===== config.mk =====
export PLATFORM = sky130hd
export DESIGN_NAME = ibex_rf_wb_arbiter
export DESIGN_NICKNAME = d
export VERILOG_FILES = /design/src/rtl/ibex_rf_wb_arbiter.sv
export SDC_FILE = /design/constraint.sdc
export NUM_CORES = 1
export LEC_CHECK = 0
export CAP_MARGIN = 20
export CORE_MARGIN = 1
export CORE_UTILIZATION = 54
export CTS_CLUSTER_SIZE = 24
export DETAILED_ROUTE_END_ITERATION = 8
export PLACE_DENSITY = 0.86
export SLEW_MARGIN = 20
export SYNTH_ARGS = -nofsm -noshare
export SYNTH_HDL_FRONTEND = slang
export SYNTH_SLANG_ARGS = --single-unit

===== constraint.sdc =====
create_clock -name clk_i -period 8.7 [get_ports clk_i]
set_input_delay 1.74 -clock clk_i [delete_from_list [all_inputs] [get_ports clk_i]]
set_output_delay 1.74 -clock clk_i [all_outputs]
set_load 0.03 [all_outputs]

===== src/rtl/ibex_rf_wb_arbiter.sv =====
// Register-file write-port W1 arbiter for the integer writeback and the FP result stream.
// The integer writeback always wins the port. FP results wait in a small FIFO, and a
// scoreboard tracks which destination registers still have an FP write outstanding.
// Optional feature: define IBEX_RF_WB_BYPASS_EN to let an FP result write the port in
// the cycle it is accepted when both the FIFO and the integer writeback are idle.
module ibex_rf_wb_arbiter #(
  parameter int unsigned DataWidth = 32,
  parameter bit          RV32E     = 1'b0,
  parameter int unsigned FifoDepth = 2
) (
  input  logic                 clk_i,
  input  logic                 rst_ni,
  input  logic                 int_wb_valid_i,
  input  logic [4:0]           int_wb_addr_i,
  input  logic [DataWidth-1:0] int_wb_data_i,
  input  logic                 fp_valid_i,
  input  logic [4:0]           fp_addr_i,
  input  logic [DataWidth-1:0] fp_data_i,
  output logic                 fp_ready_o,
  input  logic                 issue_valid_i,
  input  logic [4:0]           issue_rd_i,
  output logic                 issue_ready_o,
  input  logic [4:0]           raddr_a_i,
  input  logic [4:0]           raddr_b_i,
  output logic                 hazard_a_o,
  output logic                 hazard_b_o,
  output logic [4:0]           waddr_a_o,
  output logic [DataWidth-1:0] wdata_a_o,
  output logic                 we_a_o,
  output logic                 fp_pending_o
);

  localparam int unsigned NumRegs = RV32E ? 16 : 32;
  localparam int unsigned PtrW    = $clog2(FifoDepth);
  localparam int unsigned CntW    = $clog2(FifoDepth + 1);

  logic [31:0]          pending_q, pending_d;
  logic [DataWidth-1:0] buf_data_q [FifoDepth];
  logic [4:0]           buf_addr_q [FifoDepth];
  logic [PtrW-1:0]      wr_ptr_q, rd_ptr_q;
  logic [CntW-1:0]      count_q;

  logic buf_empty_c, buf_full_c;
  logic fp_accept_c, issue_fire_c;
  logic we_c, pop_c, push_c, bypass_c, fp_wr_c;
  logic [4:0]           waddr_c;
  logic [DataWidth-1:0] wdata_c;
  logic int_conflict_c, fp_orphan_c;

  // Pending lookup; x0 and registers outside the implemented file never report pending.
  function automatic logic pend_at(input logic [31:0] pend, input logic [4:0] a);
    return (a != 5'd0) && (32'(a) < NumRegs) && pend[a];
  endfunction

  // Handshake and status flags, all forced low while reset is asserted.
  always_comb begin
    buf_empty_c   = (count_q == CntW'(0));
    buf_full_c    = (count_q == CntW'(FifoDepth));
    fp_ready_o    = rst_ni && !buf_full_c;
    fp_accept_c   = fp_valid_i && fp_ready_o;
    issue_ready_o = rst_ni && !pend_at(pending_q, issue_rd_i);
    issue_fire_c  = issue_valid_i && issue_ready_o;
    hazard_a_o    = rst_ni && pend_at(pending_q, raddr_a_i);
    hazard_b_o    = rst_ni && pend_at(pending_q, raddr_b_i);
    fp_pending_o  = rst_ni && ((|pending_q) || !buf_empty_c);
  end

  // W1 priority: integer writeback, then FIFO head, then (optionally) the live FP result.
  always_comb begin
    we_c     = 1'b0;
    waddr_c  = 5'd0;
    wdata_c  = '0;
    pop_c    = 1'b0;
    bypass_c = 1'b0;
    if (rst_ni) begin
      if (int_wb_valid_i) begin
        we_c    = 1'b1;
        waddr_c = int_wb_addr_i;
        wdata_c = int_wb_data_i;
      end else if (!buf_empty_c) begin
        we_c    = 1'b1;
        waddr_c = buf_addr_q[rd_ptr_q];
        wdata_c = buf_data_q[rd_ptr_q];
        pop_c   = 1'b1;
      end
`ifdef IBEX_RF_WB_BYPASS_EN
      else if (fp_accept_c) begin
        we_c     = 1'b1;
        waddr_c  = fp_addr_i;
        wdata_c  = fp_data_i;
        bypass_c = 1'b1;
      end
`endif
    end
    push_c  = fp_accept_c && !bypass_c;
    fp_wr_c = we_c && !int_wb_valid_i;
  end

  assign we_a_o    = we_c;
  assign waddr_a_o = waddr_c;
  assign wdata_a_o = wdata_c;

  // Scoreboard next state: the FP write retires its bit, an accepted issue marks rd.
  always_comb begin
    pending_d = pending_q;
    if (fp_wr_c) begin
      pending_d[waddr_c] = 1'b0;
    end
    if (issue_fire_c && (issue_rd_i != 5'd0) && (32'(issue_rd_i) < NumRegs)) begin
      pending_d[issue_rd_i] = 1'b1;
    end
  end

  // FIFO pointers, occupancy and scoreboard state.
  always_ff @(posedge clk_i) begin
    if (!rst_ni) begin
      wr_ptr_q  <= '0;
      rd_ptr_q  <= '0;
      count_q   <= '0;
      pending_q <= '0;
    end else begin
      if (push_c) wr_ptr_q <= wr_ptr_q + PtrW'(1);
      if (pop_c)  rd_ptr_q <= rd_ptr_q + PtrW'(1);
      case ({push_c, pop_c})
        2'b10:   count_q <= count_q + CntW'(1);
        2'b01:   count_q <= count_q - CntW'(1);
        default: count_q <= count_q;
      endcase
      pending_q <= pending_d;
    end
  end

  // FIFO storage; contents are meaningless once the occupancy is cleared.
  always_ff @(posedge clk_i) begin
    if (push_c) begin
      buf_data_q[wr_ptr_q] <= fp_data_i;
      buf_addr_q[wr_ptr_q] <= fp_addr_i;
    end
  end

  // Protocol checks: int write to a pending register, FP result with no outstanding issue.
  always_comb begin
    int_conflict_c = int_wb_valid_i && pend_at(pending_q, int_wb_addr_i);
    fp_orphan_c    = fp_accept_c && !pend_at(pending_q, fp_addr_i);
  end

  a_int_no_pending : assert property (@(posedge clk_i) disable iff (!rst_ni) !int_conflict_c);
  a_fp_was_issued  : assert property (@(posedge clk_i) disable iff (!rst_ni) !fp_orphan_c);

endmodule


==> summary.txt <==
Die
  • Placeable core region: slightly above 10000 sq um
  • Initial Util: 55.76%
  • Die height: about 110 um
  • Die width: ~110 um
  • Die ar.: 11080 sq um
  • Num rows: 37
  • I/O Pins: around 140

Critical path
  • Crit-path max FO: 29
  • Setup Crit Path Kind: input pin to primary output
  • Arr. time, crit path: 5080 ps
  • CP Capture Type: primary output
  • Critical Path RT: slightly below 7000 ps
  • Startpoint Class: input pin
  • Reg2Reg Depth: 6

Clock tree
  • CTS Hold Bufs: 0
  • CTS root buffer: clkbuf_8
  • CTS max path bufs: 2
  • Worst-skew pair later-pin latency: ~370 ps
  • Reg clk slew, reported paths: around 90 ps
  • CTS Buf Count: 9
  • Post-CTS Resized: 0
  • Setup Buffers After CTS: 0
  • Clock Sinks: 111
  • CTS tree: built
  • H-tree levels: 3

Route
  • Vias: between 4000 and 5000
  • Post-route antenna net violation count: 0
  • DRT Pass-1 Iters: 6
  • Initial DRC count: around 380
  • Residual DRC count: 0
  • WL/cell: between 20 and 25 um
  • Drt total wl: roughly 17000 um
  • Via density: 6.394

Timing
  • Final Hold Vio Count: 0
  • Worst slew pin tran: ~1100 ps
  • Clk_skew: 9.107 ps
  • Setup Viol. Count Final: 0
  • Unrepaired setup endpoints after global routing: false
  • FMAX: between 0.1 and 0.15 GHz
  • Setup tns final: 0 ps
  • Min cycle time layout: 6815 ps
  • Slew Viols, Final: 0
  • Slew margin rel.: 28.06%
  • Fin crit share: between 70% and 80%

Logic synthesis
  • Mux share of post-synthesis cell area: between 10% and 20%
  • Synthesized cell area: around 5800 sq um
  • Post-synthesis simple-gate area fraction: 12.08%
  • Sequential area share after synthesis: 51.47%
  • EDFF count, synth: 74
  • Synthesized flop and latch total: around 110
  • Post-synthesis compound-gate area fraction: ~16%
  • FFs w/ async S/R, synth: 0%
  • Combinational family with the most area after synthesis: compound AO/OA/AOI/OAI gates
  • Synth Area per Inst: 11.40 sq um
  • Syn Nets: 600
  • Synth cell types: 55
  • Post-Synth Adder-Cell Area: less than 1%
  • Synth Area in XOR/XNOR: less than 1%
  • Main flop type after synthesis: edfxtp_1
  • Synth warn: 0
  • Cells after Synth: just over 500

Cells and area
  • Antenna diode count: 0
  • Area added between synthesis and finish: 28.36%
  • Nets: 720
  • Final non-filler cell total: about 770
  • Final core utilization: 71.58%
  • Share of layout cells above drive strength 1: around a tenth

Power and ir drop
  • Leakage: 0.002422 uW
  • Total net switching power: 315.2 uW
  • Internal Power: roughly 840 uW
  • Switching share of power: a little over a quarter
  • Comb power frac: between 20% and 30%
  • Pwr dens: around 160 nW/um^2
  • IR drop worst, VDD: between 0.0001 and 0.00015 V
  • Clock Power Share: about 28%
  • Sequential share of power: 51.2%

GRT
  • Initial antenna violation count: 0
  • Global-route wire length before repair: between 20000 and 30000 um
  • Largest net degree at the start of global routing: between 40 and 50
  • Grt total ovfl: 0
  • Vias in the first global route: 5175
  • GRT Util Overall: between 30% and 40%

Worst hold path
  • Worst Hold Depth: 1
  • Worst Hold Class: flip-flop to flip-flop

Status
  • Status: finished clean

Place
  • RePlAce Congestion: roughly 1.0
  • I/O Buffers: 136
  • Total placed cells including tap cells: 749
  • Post-DP HPWL: 12010 um

Run
  • Max-Cap Viols: 0
-- cells by family (layout without fill, tap and decap cells) --
group / Yosys count / count (layout)
AOI/OAI and AO/OA: 137 / 137
xor gates and xnor gates: 4 / 4
adders and majority gates: 1 / 1
buffers and inverters: 39 / 164
DFF: 111 / 111
muxes: 73 / 73
and+or+nand+nor: 140 / 140
-- synth_stat cells (4+ instances only) --
cell type,instances,area [sq um]
buf_6,5,56.30
o21ai_2,9,78.83
nor3_1,7,35.03
or3b_1,4,35.03
inv_1,4,15.01
nand3_1,11,55.05
dfxtp_1,37,740.7
a21oi_1,9,45.04
clkbuf_1,14,52.55
mux4_2,15,337.8
nor4_1,10,62.56
o21ai_0,43,215.2
nand3b_1,4,30.03
nand2_1,65,244.0
or3_1,5,31.28
nor2_1,12,45.04
buf_2,14,70.07
edfxtp_1,74,2222
o31ai_1,15,112.6
o211ai_1,31,232.7
mux2i_1,55,550.5
-- routing by layer --
metal | GRT usage, % | wire [um]
met5 | 0 | 0
met3 | 7.236 | 1506
met4 | 14.89 | 624
met2 | 51.88 | 8144
met1 | 37.52 | 6336
-- per-stage QoR --
stage	worst slack, ps	hold WS, ps	total power [uW]	area [sq um]
after floorplan	3506	442.4	736.1	5757
after global placement	1955	493.3	831.0	7156
after detailed placement	1915	491.7	839.0	7156
after CTS	1894	505.4	1156	7375
after global routing	1741	525.5	1198	7390
final	1885	514.2	1156	7390
-- state kept, by name (all words and copies together), names as in the netlist, named ones only --
signal and count:
buf_data_q 64, pending_q 32, buf_addr_q 10, count_q 2, rd_ptr_q 1, wr_ptr_q 1
-- power by group through the flow --
stage               combinational, uW  sequential (uW)  clock [uW]
global placement                  229              602           0
CTS                               237              592         327
finish                            239              592         325
global route                      254              594         351
floorplan                         136              600           0
detailed placement                235              604           0
-- final cells by class --
| type | instances | area, sq um |
|---|---|---|
| Clock buffer | 11 | 151.4 |
| Clock inverter | 5 | 67.56 |
| Fill cell | 687 | 2934 |
| Inverter | 5 | 18.77 |
| Multi-Input combinational cell | 355 | 2596 |
| Sequential cell | 111 | 2964 |
| Tap cell | 136 | 170.2 |
| Timing Repair Buffer | 143 | 1421 |
-- worst max-delay path: stages --
cell	delay (ps)
clkdlybuf4s50_1	1180
mux4_2	590
nor4bb_1	160
a21oi_2	160
nand4_2	100
buf_4	260
o31ai_1	120
clkdlybuf4s50_1	740
-- layout by cell type (no fill, tap or decap), types with 3 or more instances in the layout --
cell type | netlist | routed
dfxtp_1 | 37 | 36
nor3_1 | 7 | 7
a31o_2 | 3 | 3
or3_1 | 5 | 5
clkdlybuf4s50_1 | 0 | 136
o21ai_0 | 43 | 43
nor4_1 | 10 | 10
a211oi_1 | 3 | 3
mux4_2 | 15 | 15
o22ai_1 | 3 | 3
buf_4 | 1 | 6
nand2_1 | 65 | 65
a21oi_1 | 9 | 9
o31ai_1 | 15 | 15
a2111oi_0 | 3 | 3
or4_1 | 3 | 3
nand2b_1 | 3 | 3
o21ai_1 | 3 | 3
and3_1 | 3 | 3
nand3_1 | 11 | 11
inv_1 | 4 | 4
edfxtp_1 | 74 | 74
nand3b_1 | 4 | 4
mux2_2 | 3 | 3
o211ai_1 | 31 | 31
nor2_1 | 12 | 11
o21ai_2 | 9 | 9
mux2i_1 | 55 | 55
clkbuf_8 | 0 | 11
or3b_1 | 4 | 4
-- worst paths after layout --
path                  from             to  slack [ps]
max          issue_rd_i[0]  issue_ready_o        1880
min           pending_q[0]   pending_q[0]         510
max reg2reg      flip-flop  pending_q[29]        6310
min reg2reg   pending_q[0]   pending_q[0]         510
Power figures use the tool's default switching activity.
